$ cat src/rtl/toggle_bank_arbiter.sv
// toggle_bank_arbiter: round-robin arbiter applying one masked hold/toggle/clear/set per grant to a toggle-cell bank.
// Optional TOGGLE_BANK_PARITY_EN adds a registered even-parity output of Q.
module toggle_bank_arbiter #(
   parameter int NREQ  = 4,
   parameter int WIDTH = 8
) (
   input  logic                  clk,
   input  logic                  rst,
   input  logic [NREQ-1:0]       req,
   input  logic [2*NREQ-1:0]     op,
   input  logic [WIDTH*NREQ-1:0] mask,
   output logic [NREQ-1:0]       gnt,
   output logic [NREQ-1:0]       ack,
   output logic                  busy,
   output logic [WIDTH-1:0]      Q,
   output logic [WIDTH-1:0]      Q_bar
`ifdef TOGGLE_BANK_PARITY_EN
   ,
   output logic                  parity
`endif
);
   localparam int PW = $clog2(NREQ);
   typedef enum logic [1:0] {IDLE, GRANT, ACK} state_t;
   state_t state_q, state_d;
   logic [PW-1:0] ptr_q, ptr_d, win_q, win_d, win;
   logic [1:0] op_q, op_d, op_sel;
   logic [WIDTH-1:0] mask_q, mask_d, mask_sel, q_q, q_d;
   logic [NREQ-1:0] gnt_q, gnt_d, ack_q, ack_d;
   // Scan from the farthest slot back to ptr so the last hit is the nearest requester.
   always_comb begin
      win = ptr_q;
      for (int k = NREQ - 1; k >= 0; k--)
         if (req[PW'((int'(ptr_q) + k) % NREQ)]) win = PW'((int'(ptr_q) + k) % NREQ);
      op_sel = '0;
      mask_sel = '0;
      for (int i = 0; i < NREQ; i++)
         if (win == PW'(i)) begin
            op_sel = op[2*i +: 2];
            mask_sel = mask[WIDTH*i +: WIDTH];
         end
   end
   always_comb begin
      state_d = state_q;
      ptr_d = ptr_q;
      win_d = win_q;
      op_d = op_q;
      mask_d = mask_q;
      q_d = q_q;
      gnt_d = gnt_q;
      ack_d = ack_q;
      case (state_q)
         IDLE: if (|req) begin
            state_d = GRANT;
            win_d = win;
            op_d = op_sel;
            mask_d = mask_sel;
            gnt_d = NREQ'(1) << win;
         end
         GRANT: begin
            state_d = ACK;
            ack_d = gnt_q;
            q_d = op_q == 2'b01 ? q_q ^ mask_q :
                  op_q == 2'b10 ? q_q & ~mask_q :
                  op_q == 2'b11 ? q_q | mask_q : q_q;
         end
         ACK: begin
            state_d = IDLE;
            gnt_d = '0;
            ack_d = '0;
            ptr_d = (win_q == PW'(NREQ - 1)) ? '0 : win_q + 1'b1;
         end
         default: state_d = IDLE;
      endcase
   end
   always_ff @(posedge clk) begin
      if (rst) begin
         state_q <= IDLE;
         ptr_q <= '0;
         win_q <= '0;
         op_q <= '0;
         mask_q <= '0;
         q_q <= '0;
         gnt_q <= '0;
         ack_q <= '0;
      end else begin
         state_q <= state_d;
         ptr_q <= ptr_d;
         win_q <= win_d;
         op_q <= op_d;
         mask_q <= mask_d;
         q_q <= q_d;
         gnt_q <= gnt_d;
         ack_q <= ack_d;
      end
   end
`ifdef TOGGLE_BANK_PARITY_EN
   logic parity_q;
   always_ff @(posedge clk) parity_q <= rst ? 1'b0 : ^q_d;
   assign parity = parity_q;
`endif
   assign gnt = gnt_q;
   assign ack = ack_q;
   assign busy = state_q != IDLE;
   assign Q = q_q;
   assign Q_bar = ~q_q;
endmodule
$ cat config.mk
export PLATFORM = sky130hd
export DESIGN_NAME = toggle_bank_arbiter
export DESIGN_NICKNAME = d
export VERILOG_FILES = /design/src/rtl/toggle_bank_arbiter.sv
export SDC_FILE = /design/constraint.sdc
export NUM_CORES = 1
export LEC_CHECK = 0
export CORE_UTILIZATION = 48
export CTS_BUF_LIST = sky130_fd_sc_hd__clkbuf_4
export DETAILED_ROUTE_END_ITERATION = 10
export GPL_TIMING_DRIVEN = 0
export MAX_ROUTING_LAYER = met4
export PLACE_DENSITY_LB_ADDON = 0.12
export SLEW_MARGIN = 20
export SYNTH_ARGS = -nofsm -noshare
export SYNTH_HDL_FRONTEND = slang
export SYNTH_SLANG_ARGS = --single-unit
$ cat constraint.sdc
create_clock -name clk -period 3.47 [get_ports clk]
set_input_delay 1.041 -clock clk [delete_from_list [all_inputs] [get_ports clk]]
set_output_delay 1.041 -clock clk [all_outputs]
set_load 0.02 [all_outputs]
==> results of run 1 <==
-- critical path, delay by kind of cell --
family                 cells  cell delay (ns)
and+or+nand+nor            3             0.79
AOI/OAI and AO/OA          1             0.13
muxes                      1             0.27
buffers and inverters      2             0.70
-- cells by family (layout without fill, tap and decap cells) --
family,after synthesis,after routing,synth area share [%]
compound gates,42,42,19.25
fa+ha+maj,5,5,3.539
buf+inv,21,99,6.086
flops,32,32,36.23
mux,24,24,13.59
simple gates,68,68,21.30
-- path summary, 6_finish.rpt --
check | start | to | cells after the start
hold reg to reg | gnt[1] | gnt[1] | 2
setup / recovery | req[3] | mask_q[0] | 7
setup reg to reg | ptr_q[1] | mask_q[0] | 6
hold / removal | gnt[1] | gnt[1] | 2
-- cell usage in the layout, fill, tap and decap left out, types with 4 or more instances in the layout --
cell type         n
nor2b_1           7
nor2_1           26
a21oi_1          17
nand2_1           4
a31oi_1           8
ha_1              5
inv_1            12
nand3b_1         12
clkbuf_1          6
clkdlybuf4s50_1  70
dfxtp_1          32
o221ai_2         10
mux2i_1          24
clkbuf_4          7
nand2b_1         10
-- power breakdown --
part           switching [mW]  internal [mW]
registers              0.0230          0.395
clock network           0.118         0.0935
logic                   0.120          0.133
total                   0.260          0.622
-- per-layer routing --
layer / GRT usage [%] / vias to the layer above
li1: - / 836
met1: 33.83 / 752
met2: 36.82 / 62
met3: 6.934 / 5
met4: 6.105 / 0
met5: - / -
-- cell type report --
| class | count | area [sq um] | share of cell area [%] |
|---|---|---|---|
| Multi-Input combinational cell | 139 | 1020 | 39.49 |
| Timing Repair Buffer | 70 | 700.7 | 27.13 |
| Sequential cell | 32 | 640.6 | 24.81 |
| Buffer | 9 | 62.56 | 2.422 |
| Tap cell | 46 | 57.56 | 2.229 |
| Clock buffer | 7 | 52.55 | 2.035 |
| Inverter | 12 | 45.04 | 1.744 |
| Clock inverter | 1 | 3.754 | 0.1453 |
-- per-stage QoR --
stage | util (%) | hold WS, ns | setup slack, ns
after floorplan | - | 0.4680 | 1.063
after global placement | 73.39 | 0.4802 | 0.3981
after detailed placement | 73.39 | 0.4771 | 0.4121
after CTS | 75.03 | 0.5003 | 0.7552
after global routing | 75.03 | 0.5168 | 0.6420
final | 75.03 | 0.4972 | 0.7369
==> results.sh, run 1 <==
export IMPL_status="complete, no violations"
export IMPL_crit_type="input pin to flip-flop"
export IMPL_fmax_mhz=365.9
export IMPL_placedCellCount=308
export IMPL_design_area_sq_um=2582
export IMPL_cts_setup_buffers=0
export IMPL_yosysSeqAreaShare_pct=36.23
export IMPL_routed_wirelength_um=4468
export IMPL_setup_violations_final=0
export IMPL_synth_edf_count=0
export IMPL_grt_pass1_vias=1612
export IMPL_wl_met3_um=380
export IMPL_drtIter0Drc=57
export IMPL_start_util_pct=51.36
export IMPL_syn_avg_cell_area_sq_um=9.208
export IMPL_gp_congestion=0.7335
export IMPL_die_area_sq_um=3930
export IMPL_drive_above_1_share_pct=8.889
export IMPL_syn_instance_count=192
export IMPL_fin_worst_skew_ns=0.002213
export IMPL_ys_ff_latch=32
export IMPL_portBuffers=70
export IMPL_worst_pin_slew_ns=0.4823
export IMPL_crit_fanout=10
export IMPL_mappedNetlistNets=243
export IMPL_drt_wirelength_per_cell_um=14.14
export IMPL_core_area_sq_um=3442
export IMPL_ys_top_cells_by_area="dfxtp_1, mux2i_1, o221ai_2"
export IMPL_yosysMostFrequentCell="dfxtp_1"
export IMPL_cts_tree="done"
export IMPL_cts_buffer_depth=2
export IMPL_die_y_um=62.69
export IMPL_cp_slowest_stage_delay_ns=0.54
export IMPL_overflow=0
export IMPL_grt_pass1_wl_um=7514
export IMPL_dpl_hpwl_um=3300
export IMPL_cts_sinks=32
export IMPL_layout_nets=320
export IMPL_worst_ir_drop_vdd_v=0.0002344
export IMPL_finalCritPeriodShare_pct=78.76
export IMPL_die_x_um=62.69
export IMPL_num_vias=1655
export IMPL_area_delta_synth_final_pct=46.07
export IMPL_final_cells=316
export IMPL_p_leak_nw=0.9456
export IMPL_end_kind="flip-flop"
export IMPL_numCtsBuffers=5
export IMPL_routed_top_layer="met4"
export IMPL_crit_required_ns=3.67
export IMPL_wl_met2_um=1857
export IMPL_cp_arrival_ns=2.94
export IMPL_yosysUniqueCellTypes=32
export IMPL_viasPerCell=5.237
export IMPL_startpoint_type="input pin"
export IMPL_dpl_cell_area_sq_um=2526
export IMPL_n_fill_cell=263
export IMPL_synth_common_cells="dfxtp_1, nor2_1, mux2i_1, a21oi_1"
export IMPL_maxSlewHeadroom_pct=67.85
export IMPL_clk_pin_slew_ns=0.09
export IMPL_synthArstFlopShare_pct=0
export IMPL_antenna_cells=0
export IMPL_cap_violations=0
export IMPL_clkLatencyLatePin_ns=0.32
export IMPL_power_density_nw_per_um2=341.5
export IMPL_finalPower_uw=882.0
export IMPL_antenna_found_initial=0
export IMPL_slew_violations=0
export IMPL_h_tree_depth=2
export IMPL_grt_usage_pct=25.03
export IMPL_cp_slowest_cell="clkdlybuf4s50_1"
export IMPL_hold_violations=0
export IMPL_hold_buffers=0
export IMPL_fin_crit_ns=2.733
export IMPL_synth_top_cell_area_share_pct=36.23
export IMPL_worstPathCellList="clkdlybuf4s50_1 -> and3b_1 -> or4_4 -> nand2_4 -> buf_12 -> mux2i_1 -> o221ai_2"
export IMPL_first_pass_iters=4
export IMPL_synthFlopType="dfxtp_1"
export IMPL_ant_nets=0
export IMPL_route_detailed_drc=0
export IMPL_grt_max_degree=11
export IMPL_rows=21
export IMPL_ys_warn_count=0
export IMPL_synth_area_sq_um=1768
export IMPL_hp_class="flip-flop to flip-flop"
export IMPL_regToRegSetupSlack_ns=1.60
export IMPL_io_pins=71
export IMPL_rsz0062_at_grt="no"
export IMPL_root_buffer="clkbuf_4"
export IMPL_synth_top_cell_by_area="dfxtp_1"
export IMPL_fin_setup_tns_ns=0
export IMPL_cts_resized=0
export IMPL_met1Wirelength_um=2185
Power figures use the tool's default switching activity.
==> run 2, diff against run 1 <==
--- a/config.mk
+++ b/config.mk
@@ -5,7 +5,7 @@
 export SDC_FILE = /design/constraint.sdc
 export NUM_CORES = 1
 export LEC_CHECK = 0
-export CORE_UTILIZATION = 48
+export CORE_UTILIZATION = 45
 export CTS_BUF_LIST = sky130_fd_sc_hd__clkbuf_4
 export DETAILED_ROUTE_END_ITERATION = 10
 export GPL_TIMING_DRIVEN = 0
==> constraint.sdc (replaced) <==
create_clock -name clk -period 2.6 [get_ports clk]
set_input_delay 0.78 -clock clk [delete_from_list [all_inputs] [get_ports clk]]
set_output_delay 0.78 -clock clk [all_outputs]
set_load 0.02 [all_outputs]
==> run 2 against run 1 <==
Compared with the run above: worst setup slack lost 0.60 ns; critical path depth is the same; worst hold slack gained 0.0069 ns; non-clock buffer count is the same; critical path type unchanged; critical endpoint is now mask_q[7]; largest power group unchanged.
==> results.sh, run 2 (synthesis results as in run 1) <==
export IMPL_status="complete, no violations"
export IMPL_num_vias=1668
export IMPL_rsz0062_at_grt="no"
export IMPL_grt_usage_pct=22.58
export IMPL_drive_above_1_share_pct=8.519
export IMPL_cts_sinks=32
export IMPL_n_fill_cell=310
export IMPL_worst_pin_slew_ns=0.4750
export IMPL_p_leak_nw=0.9521
export IMPL_die_area_sq_um=4184
export IMPL_end_kind="flip-flop"
export IMPL_layout_nets=320
export IMPL_design_area_sq_um=2604
export IMPL_finalPower_mw=1.262
export IMPL_h_tree_depth=2
export IMPL_layout_commonest_cell="clkdlybuf4s50_1"
export IMPL_ff2ff_path_depth=6
export IMPL_fin_worst_skew_ns=0.01365
export IMPL_antenna_cells=0
export IMPL_startpoint_type="input pin"
export IMPL_finalCritPeriodShare_pct=94.91
export IMPL_worst_ir_drop_vdd_v=0.0004115
export IMPL_hp_class="flip-flop to flip-flop"
export IMPL_grt_pass1_wl_um=7155
export IMPL_maxSlewHeadroom_pct=68.33
export IMPL_routed_wirelength_um=4419
export IMPL_start_util_pct=47.58
export IMPL_root_buffer="clkbuf_4"
export IMPL_die_y_um=64.68
export IMPL_route_detailed_drc=0
export IMPL_fmax_mhz=405.2
export IMPL_grt_max_degree=11
export IMPL_drtIter0Drc=62
export IMPL_timing_rr_end="mask_q[7]"
export IMPL_cts_setup_buffers=0
export IMPL_cts_resized=0
export IMPL_hold_start="gnt[1]"
export IMPL_dpl_hpwl_um=3262
export IMPL_crit_required_ns=2.81
export IMPL_cp_arrival_ns=2.68
export IMPL_final_cell_mix="clkdlybuf4s50_1, dfxtp_1, nor2_1"
export IMPL_crit_type="input pin to flip-flop"
export IMPL_clkLatencyLatePin_ns=0.34
export IMPL_cts_buffer_depth=2
export IMPL_grt_pass1_vias=1527
export IMPL_slew_violations=0
export IMPL_first_pass_iters=4
export IMPL_area_delta_synth_final_pct=47.28
export IMPL_core_area_sq_um=3716
export IMPL_viasPerCell=5.245
export IMPL_overflow=0
export IMPL_antenna_found_initial=0
export IMPL_rows=22
export IMPL_gp_congestion=0.7370
export IMPL_hold_slack_ns=0.5041
export IMPL_fin_setup_tns_ns=0
export IMPL_holdPathEnd="gnt[1]"
export IMPL_power_density_nw_per_um2=484.6
export IMPL_dpl_cell_area_sq_um=2529
export IMPL_io_pins=71
export IMPL_hold_buffers=0
export IMPL_hold_depth=2
export IMPL_cap_violations=0
export IMPL_timing_rr_start="ptr_q[1]"
export IMPL_regToRegSetupSlack_ns=0.71
export IMPL_numCtsBuffers=5
export IMPL_die_x_um=64.68
export IMPL_hold_violations=0
export IMPL_ant_nets=0
export IMPL_fin_crit_ns=2.468
export IMPL_cts_tree="done"
export IMPL_drt_wirelength_per_cell_um=13.90
export IMPL_crit_fanout=10
export IMPL_clk_pin_slew_ns=0.11
export IMPL_setup_violations_final=0
export IMPL_portBuffers=70
run 2: area by class of cell:
| type | count | area [sq um] | area share (%) |
|---|---|---|---|
| inverter | 12 | 45.04 | 1.730 |
| clock inverter | 3 | 37.54 | 1.442 |
| clock buffer | 5 | 37.54 | 1.442 |
| multi-input combinational | 139 | 1020 | 39.16 |
| sequential | 32 | 640.6 | 24.60 |
| tap | 48 | 60.06 | 2.307 |
| buffer | 9 | 62.56 | 2.403 |
| timing repair buffer | 70 | 700.7 | 26.91 |
run 2: stage by stage:
stage	setup WS (ns)	utilization (%)	instances
floorplan	0.4541	-	192
global placement	-0.2117	68.05	310
detailed placement	-0.1969	68.05	310
CTS	0.1311	70.07	318
global route	0.05233	70.07	318
finish	0.1323	70.07	318
run 2: how the worst max path moves through the flow:
stage               start  cells past startpoint        end
4_1_cts        state_q[0]                      4       busy
6_report           req[3]                      7  mask_q[7]
3_5_place_dp       req[3]                      7  mask_q[7]
3_3_place_gp       req[3]                      7  mask_q[7]
5_1_grt            req[3]                      7  mask_q[7]
2_1_floorplan      req[0]                      6  mask_q[3]
run 2: layer usage:
layer / global-route usage, % / routed length, um / vias to the layer above / share of wire [%]
met4: 8.333 / 72 / 0 / 1.6
met2: 32.37 / 1856 / 71 / 42
met5: - / 0 / - / 0
met3: 4.401 / 361 / 9 / 8.2
met1: 31.24 / 2128 / 747 / 48
li1: - / - / 841 / -
run 2: worst max-delay path, stage by stage:
cell             delay, ns
clkdlybuf4s50_1       0.53
and3b_1               0.19
or4_4                 0.44
nand2_4               0.15
buf_8                 0.17
mux2i_1               0.28
o221ai_2              0.14
run 2: power by group:
group / internal (mW) / leakage (nW) / total (mW) / switching, mW
sequential: 0.528 / 0.261 / 0.558 / 0.0302
combinational: 0.177 / 0.651 / 0.337 / 0.160
clock: 0.196 / 0.0403 / 0.367 / 0.171
==> run 3, diff against run 2 <==
--- a/config.mk
+++ b/config.mk
@@ -5,7 +5,7 @@
 export SDC_FILE = /design/constraint.sdc
 export NUM_CORES = 1
 export LEC_CHECK = 0
-export CORE_UTILIZATION = 45
+export CORE_UTILIZATION = 43
 export CTS_BUF_LIST = sky130_fd_sc_hd__clkbuf_4
 export DETAILED_ROUTE_END_ITERATION = 10
 export GPL_TIMING_DRIVEN = 0
==> run 3 against run 2 <==
Compared with the run above: utilization is 2.0 points lower; worst setup slack worse by 0.0023 ns; non-clock buffer count stayed put; critical path depth is 3 lower; final area is 0.72% lower; via count is 0.54% lower; die area is 4.5% higher; maximum frequency hardly changed; worst hold slack worse by 0.0037 ns; clock power is 21% lower; sequential share of layout area is 0.18 points higher.
==> results.sh, run 3 (synthesis results as in run 1) <==
export IMPL_route_detailed_drc=0
export IMPL_final_cell_mix="clkdlybuf4s50_1, dfxtp_1, nor2_1"
export IMPL_clkLatencyLatePin_ns=0.34
export IMPL_rows=22
export IMPL_n_fill_cell=329
export IMPL_power_density_nw_per_um2=458.5
export IMPL_slew_violations=0
export IMPL_first_pass_iters=4
export IMPL_cts_tree="done"
export IMPL_area_delta_synth_final_pct=46.21
export IMPL_fmax_mhz=404.9
export IMPL_drtIter0Drc=73
export IMPL_cts_sinks=32
export IMPL_cp_slowest_cell="clkdlybuf4s50_1"
export IMPL_hold_buffers=0
export IMPL_final_seq_area_sq_um=640.6
export IMPL_finalCritPeriodShare_pct=95.00
export IMPL_worstPathCellList="inv_1 -> ha_1 -> inv_1 -> clkdlybuf4s50_1"
export IMPL_rsz0062_at_grt="no"
export IMPL_core_area_sq_um=3799
export IMPL_viasPerCell=5.217
export IMPL_cp_arrival_ns=1.69
export IMPL_cts_buffer_depth=2
export IMPL_io_pins=71
export IMPL_gp_congestion=0.7283
export IMPL_grt_max_degree=11
export IMPL_start_util_pct=46.54
export IMPL_die_y_um=66.12
export IMPL_p_leak_nw=0.9456
export IMPL_die_x_um=66.12
export IMPL_worst_ir_drop_vdd_v=0.0003324
export IMPL_cts_resized=0
export IMPL_layout_commonest_cell="clkdlybuf4s50_1"
export IMPL_final_util_pct=68.05
export IMPL_clk_pin_slew_ns=0.10
export IMPL_startpoint_type="flip-flop"
export IMPL_regToRegSetupSlack_ns=0.73
export IMPL_crit_required_ns=1.82
export IMPL_ant_nets=0
export IMPL_num_vias=1659
export IMPL_crit_fanout=4
export IMPL_crit_type="flip-flop to output port"
export IMPL_cp_slowest_stage_delay_ns=0.60
export IMPL_crit_buf_inv=3
export IMPL_grt_pass1_vias=1475
export IMPL_layout_nets=320
export IMPL_status="complete, no violations"
export IMPL_root_buffer="clkbuf_4"
export IMPL_numCtsBuffers=5
export IMPL_grt_pass1_wl_um=7093
export IMPL_antenna_cells=0
export IMPL_overflow=0
export IMPL_hold_violations=0
export IMPL_cap_violations=0
export IMPL_dpl_hpwl_um=3304
export IMPL_worst_pin_slew_ns=0.4707
export IMPL_cts_setup_buffers=0
export IMPL_die_area_sq_um=4372
export IMPL_cp_top_family="buffers and inverters"
export IMPL_setup_violations_final=0
export IMPL_multi_input_area_sq_um=1020
export IMPL_cp_common_cell="inv_1"
export IMPL_h_tree_depth=2
export IMPL_fin_worst_skew_ns=0.01087
export IMPL_end_kind="output port"
export IMPL_drt_wirelength_per_cell_um=14.22
export IMPL_fin_crit_ns=2.470
export IMPL_finalPower_mw=1.185
export IMPL_drive_above_1_share_pct=8.889
export IMPL_maxSlewHeadroom_pct=68.62
export IMPL_routed_wirelength_um=4521
export IMPL_grt_usage_pct=22.40
export IMPL_antenna_found_initial=0
export IMPL_hp_class="flip-flop to flip-flop"
export IMPL_portBuffers=70
[run 3: cell types whose count changed in the layout (fill, tap and decap cells not counted)]
cell and delta:
clkbuf_4 +2, clkinv_1 -1, bufinv_16 -1
[run 3: power breakdown]
group | internal (mW) | leakage, nW | switching [mW]
logic | 0.177 | 0.651 | 0.159
clock network | 0.125 | 0.0338 | 0.165
registers | 0.528 | 0.261 | 0.0313
total | 0.829 | 0.946 | 0.356
[run 3: metal layers]
metal	vias up	track usage [%]	share of wire [%]
met3	5	5.345	7.6
met5	-	-	0
li1	840	-	-
met2	55	31.12	41
met1	759	31.71	50
met4	0	7.181	1.2
[run 3: path summary, 6_finish.rpt]
check	start	to	cells after the start
worst max-delay path	state_q[0]	busy	4
worst min-delay path	gnt[2]	gnt[2]	2
worst max register to register	ptr_q[1]	mask_q[6]	6
worst min register to register	gnt[2]	gnt[2]	2
[run 3: tightest hold or removal path, delay by kind of cell, from the launching register on]
family,cells,cell delay [ns]
DFF,1,0.34
AOI/OAI and AO/OA,1,0.06
and+or+nand+nor,1,0.06
[run 3: stage by stage]
stage | instances | area [sq um] | setup TNS, ns | setup slack (ns) | hold slack, ns
detailed placement | 310 | 2529 | -1.683 | -0.2026 | 0.4795
floorplan | 192 | 1768 | 0 | 0.4541 | 0.4680
finish | 318 | 2585 | 0 | 0.1300 | 0.5003
global placement | 310 | 2529 | -1.767 | -0.2114 | 0.4816
CTS | 318 | 2585 | 0 | 0.1139 | 0.5009
global route | 318 | 2585 | 0 | 0.04292 | 0.5327
[run 3: final cells by class]
type / count / share of cell area [%]
Timing Repair Buffer: 70 / 27.11
Tap cell: 48 / 2.323
Sequential cell: 32 / 24.78
Inverter: 12 / 1.742
Buffer: 9 / 2.420
Clock buffer: 7 / 2.033
Clock inverter: 1 / 0.1452
Multi-Input combinational cell: 139 / 39.45
